===== config.mk =====
export PLATFORM = sky130hd
export DESIGN_NAME = riscuinho_ng_test_monitor
export DESIGN_NICKNAME = d
export VERILOG_FILES = /design/src/rtl/riscuinho_ng_pkg.sv /design/src/rtl/riscuinho_ng_wdog.sv /design/src/rtl/riscuinho_ng_test_monitor.sv
export SDC_FILE = /design/constraint.sdc
export NUM_CORES = 1
export LEC_CHECK = 0
export CORE_MARGIN = 5
export CORE_UTILIZATION = 49
export CTS_CLUSTER_SIZE = 25
export DETAILED_ROUTE_END_ITERATION = 16
export GPL_TIMING_DRIVEN = 1
export MAX_ROUTING_LAYER = met4
export PLACE_DENSITY = 0.85
export SYNTH_ARGS = -nofsm -noshare
export SYNTH_HDL_FRONTEND = slang
export SYNTH_SLANG_ARGS = --single-unit

===== constraint.sdc =====
create_clock -name clk -period 4.6 [get_ports clk]
set_clock_uncertainty 0.05 [all_clocks]
set_input_delay 0.69 -clock clk [delete_from_list [all_inputs] [get_ports clk]]
set_output_delay 0.69 -clock clk [all_outputs]
set_load 0.1 [all_outputs]

===== src/rtl/riscuinho_ng_pkg.sv =====
// Shared types and defaults for the riscuinho_ng test monitor.
package riscuinho_ng_pkg;

  typedef enum logic [1:0] {
    StRun     = 2'd0,
    StPass    = 2'd1,
    StFail    = 2'd2,
    StTimeout = 2'd3
  } mon_state_t;

  localparam logic [31:0] TohostAddrDefault  = 32'h0000_0FF0;
  localparam logic [31:0] ConsoleAddrDefault = 32'h0000_0FF4;

  // Expand byte enables into a 32-bit data mask.
  function automatic logic [31:0] strb_mask(input logic [3:0] strb);
    return {{8{strb[3]}}, {8{strb[2]}}, {8{strb[1]}}, {8{strb[0]}}};
  endfunction

endpackage


===== src/rtl/riscuinho_ng_wdog.sv =====
// Saturating cycle counter with watchdog expiry compare; counts only while enabled.
module riscuinho_ng_wdog #(
  parameter int unsigned TIMEOUT_CYCLES = 100000
) (
  input  logic        clk,
  input  logic        rst_n,
  input  logic        en,
  output logic [31:0] cycles,
  output logic        expire
);

  localparam bit          WdogOn    = (TIMEOUT_CYCLES != 0);
  localparam logic [31:0] LastCycle = WdogOn ? 32'(TIMEOUT_CYCLES - 1) : 32'd0;

  logic [31:0] cycles_q;

  always_ff @(posedge clk or negedge rst_n) begin
    if (!rst_n) begin
      cycles_q <= '0;
    end else if (en && (cycles_q != '1)) begin
      cycles_q <= cycles_q + 32'd1;
    end
  end

  assign cycles = cycles_q;
  assign expire = WdogOn && en && (cycles_q == LastCycle);

endmodule


===== src/rtl/riscuinho_ng_test_monitor.sv =====
// Store-traffic snooper: end-of-test detection, exit code, watchdog, signature and console.
module riscuinho_ng_test_monitor
  import riscuinho_ng_pkg::*;
#(
  parameter logic [31:0] TOHOST_ADDR    = TohostAddrDefault,
  parameter logic [31:0] CONSOLE_ADDR   = ConsoleAddrDefault,
  parameter logic [31:0] SIG_BASE       = 32'h0000_0000,
  parameter int unsigned SIG_WORDS      = 32,
  parameter int unsigned TIMEOUT_CYCLES = 100000
) (
  input  logic        clk,
  input  logic        rst_n,
  input  logic        bus_valid,
  input  logic        bus_ready,
  input  logic        bus_we,
  input  logic [31:0] bus_addr,
  input  logic [31:0] bus_wdata,
  input  logic [3:0]  bus_wstrb,
  output logic        done,
  output logic        pass,
  output logic        timeout,
  output logic [30:0] exit_code,
  output logic [31:0] cycles,
  output logic [31:0] sig,
  output logic [15:0] sig_count,
  output logic        con_valid,
  output logic [7:0]  con_char
);

  // 33-bit bounds so a window ending at the top of memory cannot wrap.
  localparam logic [32:0] SigLo = {1'b0, SIG_BASE};
  localparam logic [32:0] SigHi = {1'b0, SIG_BASE} + 33'(4 * SIG_WORDS);

  mon_state_t  state_q, state_d;
  logic [30:0] exit_q, exit_d;
  logic [31:0] sig_q, sig_d;
  logic [15:0] cnt_q, cnt_d;
  logic        con_valid_q, con_valid_d;
  logic [7:0]  con_char_q, con_char_d;

  logic running, expire, xfer, hit_tohost, hit_con, hit_sig;

  assign running    = (state_q == StRun);
  assign xfer       = bus_valid & bus_ready & bus_we;
  assign hit_tohost = xfer && (bus_addr[31:2] == TOHOST_ADDR[31:2]) && (bus_wstrb == 4'hF);
  assign hit_con    = xfer && (bus_addr[31:2] == CONSOLE_ADDR[31:2]) && bus_wstrb[0];
  assign hit_sig    = xfer && ({1'b0, bus_addr} >= SigLo) && ({1'b0, bus_addr} < SigHi);

  riscuinho_ng_wdog #(
    .TIMEOUT_CYCLES(TIMEOUT_CYCLES)
  ) u_wdog (
    .clk   (clk),
    .rst_n (rst_n),
    .en    (running),
    .cycles(cycles),
    .expire(expire)
  );

  always_comb begin
    state_d     = state_q;
    exit_d      = exit_q;
    sig_d       = sig_q;
    cnt_d       = cnt_q;
    con_valid_d = hit_con;
    con_char_d  = hit_con ? bus_wdata[7:0] : con_char_q;
    if (running) begin
      // Even TOHOST values are not end-of-test markers; TOHOST outranks expiry.
      if (hit_tohost && bus_wdata[0]) begin
        if (bus_wdata == 32'd1) begin
          state_d = StPass;
        end else begin
          state_d = StFail;
          exit_d  = bus_wdata[31:1];
        end
      end else if (expire) begin
        state_d = StTimeout;
      end
      if (hit_sig) begin
        sig_d = {sig_q[30:0], sig_q[31]} ^ (bus_wdata & strb_mask(bus_wstrb));
        if (cnt_q != 16'hFFFF) begin
          cnt_d = cnt_q + 16'd1;
        end
      end
    end
  end

  always_ff @(posedge clk or negedge rst_n) begin
    if (!rst_n) begin
      state_q     <= StRun;
      exit_q      <= '0;
      sig_q       <= '0;
      cnt_q       <= '0;
      con_valid_q <= 1'b0;
      con_char_q  <= '0;
    end else begin
      state_q     <= state_d;
      exit_q      <= exit_d;
      sig_q       <= sig_d;
      cnt_q       <= cnt_d;
      con_valid_q <= con_valid_d;
      con_char_q  <= con_char_d;
    end
  end

  assign done      = (state_q != StRun);
  assign pass      = (state_q == StPass);
  assign timeout   = (state_q == StTimeout);
  assign exit_code = exit_q;
  assign sig       = sig_q;
  assign sig_count = cnt_q;
  assign con_valid = con_valid_q;
  assign con_char  = con_char_q;

endmodule


==> impl_metrics.tcl <==
set metrics [dict create \
    outcome "finished, final reports clean" \
    period_share_pct 69.7 \
    syn_area_sq_um 5740 \
    global_route.usage.met3_pct 6.69 \
    r2r-start "u_wdog.cycles[0]$_DFFE_PN0P_" \
    synth.top_cell.area_share_pct 53.2 \
    drt-total-wl_um 16600 \
    yosys_warnings 0 \
    r2r_setup_slack_ps 1900 \
    cts_buffers 17 \
    grt_busiest_layer "met2" \
    p_leak_nw 3.69 \
    setup_viol 0 \
    hold_class "in -> async" \
    num_vias 4833 \
    synthTopCellsByArea "dfrtp_1 53%, mux2_2 7.5%, xor2_1 6.1%" \
    grt_use_met1_pct 30.0 \
    num_rows 39 \
    grt_max_degree 65 \
    cts_max_level 4 \
    synth.net_count 600 \
    place_congestion 0.922 \
    initial_utilization_pct 50.0 \
    cts_tree "built" \
    cts.clk_slew.worst_paths_ps 60 \
    worst_pin_slew_ps 1030 \
    cts_hold_buf 0 \
    ys_seq_area_share_pct 53.2 \
    drcViolationCount 0 \
    clock_path_buffers 2 \
    ys_seq_elements 122 \
    numPortBuffers 193 \
    syn_avg_cell_area_sq_um 10.9 \
    place_inst 846 \
    layout.area.seq_sq_um 3050 \
    area_growth_pct 46.8 \
    mostFrequentLayoutCells "192 x clkdlybuf4s50_1, 122 x dfrtp_1, 88 x nand2_1" \
    drtIter0Drc 336 \
    clock_sinks 122 \
    worst_r2r_endpoint "u_wdog.cycles[1]$_DFFE_PN0P_" \
    relSlewSlack_pct 31.0 \
    coreArea_sq_um 11500 \
    die_w_um 118 \
    cp_data_required_time_ps 3860 \
    drtPass1Iterations 4 \
    die-area_sq_um 14000 \
    wire_per_inst_um 18.9 \
    crit_fanout 10 \
    ys_types 40 \
    final-hold-violation-count 0 \
    power.density_nw_per_um2 316 \
    antenna_found_initial 1 \
    grt_pass1_wl_um 27300 \
    vias_per_cell 5.50 \
    drtAntennaViolNets 0 \
    layout_commonest_cell "clkdlybuf4s50_1" \
    drive_gt1_share_pct 11.4 \
    grt_setup_unrepaired "no" \
    period_needed_ps 3200 \
    nFillCells 771 \
    crit_type "reg -> out" \
    max_freq_mhz 312 \
    overflow 0 \
    place_hpwl_um 12000 \
    grt.total_usage_pct 25.0 \
    start_kind "register" \
    cp-end-kind "primary output" \
    syn_inst 525 \
    multi_input_area_sq_um 2550 \
    cts.repair.resized 0 \
    fin_tns_setup_ps 0 \
    pin_count 196 \
    synth_area_leader_cell "dfrtp_1" \
    die_h_um 118 \
    clk_latency_ps 410 \
    cts_setup_buffers 0 \
    cap_violations 0 \
    use_met2_pct 39.8 \
    reg2reg_depth 6 \
    startpoint "state_q[1]$_DFFE_PN0P_" \
    cts_root_buffer "clkbuf_16" \
    ir_drop_v 0.000366 \
    grt_pass1_vias 5163 \
    crit_arrival_ps 2460 \
    stdcell_count 879 \
    drv_slew 0 \
    hold_slack_ps 223 \
    nNetsFinal 797 \
]
-- logic make-up (layout without fill, tap and decap cells) --
logic type	Yosys count	count (layout)	share of synthesized area, %
xor+xnor	76	76	11.6
fa+ha+maj	2	2	0.436
buf+inv	25	235	2.27
flops	122	122	53.2
compound gates	36	36	3.32
other cells	0	1	0
simple gates	219	219	20.4
mux	45	45	8.79
-- report_power, final --
group          internal [mW]  switching, mW
Clock                  0.988          0.481
Combinational         0.0640         0.0582
Sequential              1.07    0.000000190
-- flip-flops by register name, summed over array words and instances (netlist names) --
signal and count:
con_char 8, u_wdog.cycles 32, state_q 2, sig 32
exit_code 31, sig_count 16, con_valid 1
-- final cells by class --
| cell class | count | area share, % |
|---|---|---|
| sequential | 122 | 36.2 |
| multi-input combinational | 378 | 30.3 |
| timing repair buffer | 197 | 23.3 |
| clock buffer | 21 | 5.47 |
| clock inverter | 11 | 2.29 |
| tap | 143 | 2.12 |
| inverter | 6 | 0.267 |
| antenna | 1 | 0.0297 |
-- metal layers --
metal | share of wire (%) | vias up
li1 | - | 2237
met3 | 5.4 | 37
met2 | 51 | 181
met4 | 3.2 | 0
met5 | 0 | -
met1 | 40 | 2378
-- through the flow --
stage          setup slack [ps]  total power [mW]  utilization [%]  cell area [sq um]
5_1_grt                    1250              2.74             73.5               8420
6_report                   1400              2.67             73.5               8420
2_1_floorplan              1930              1.12                -               5740
3_3_place_gp               1360              1.21             67.7               7770
3_5_place_dp               1310              1.22             67.7               7770
4_1_cts                    1400              2.69             73.4               8420
-- worst max-delay path by stage --
stage | slack [ps] | depth (start not counted) | endpoint
floorplan | 1930 | 6 | u_wdog.cycles[1]$_DFFE_PN0P_
global placement | 1360 | 7 | exit_code[19]$_DFFE_PN0P_
detailed placement | 1310 | 7 | exit_code[13]$_DFFE_PN0P_
CTS | 1400 | 3 | done
global route | 1250 | 3 | done
finish | 1400 | 3 | done
-- synth_stat cells --
master    count
o21ai_0      32
and4_1        8
nor3_2        2
nand2b_1      1
or4b_2        1
nor4b_1       3
mux2i_1       2
inv_1         6
o31ai_1       1
and2_1        4
nand3_1      17
or3_1         3
nand4b_1      4
buf_4         1
ha_1          2
xor2_1       40
nand2_1      88
nor4_1       14
nor3_1        8
or2_0         1
nor2_2        1
nor4_2        2
clkbuf_1     12
nand4_1      28
buf_6         4
nor4b_2       1
xnor2_1      36
o21bai_1      2
nor2_1       18
and3_1       10
nor4_4        1
nand4_2       1
mux2_1        5
mux2_2       38
buf_2         2
dfrtp_1     122
nor2b_1       1
o211ai_1      1
and4b_1       1
or2_2         1
-- critical path, stage by stage, from the launching register on --
cell	delay [ps]
dfrtp_1	420
nor2_2	420
inv_1	190
clkdlybuf4s50_1	1010
Power figures use the tool's default switching activity.
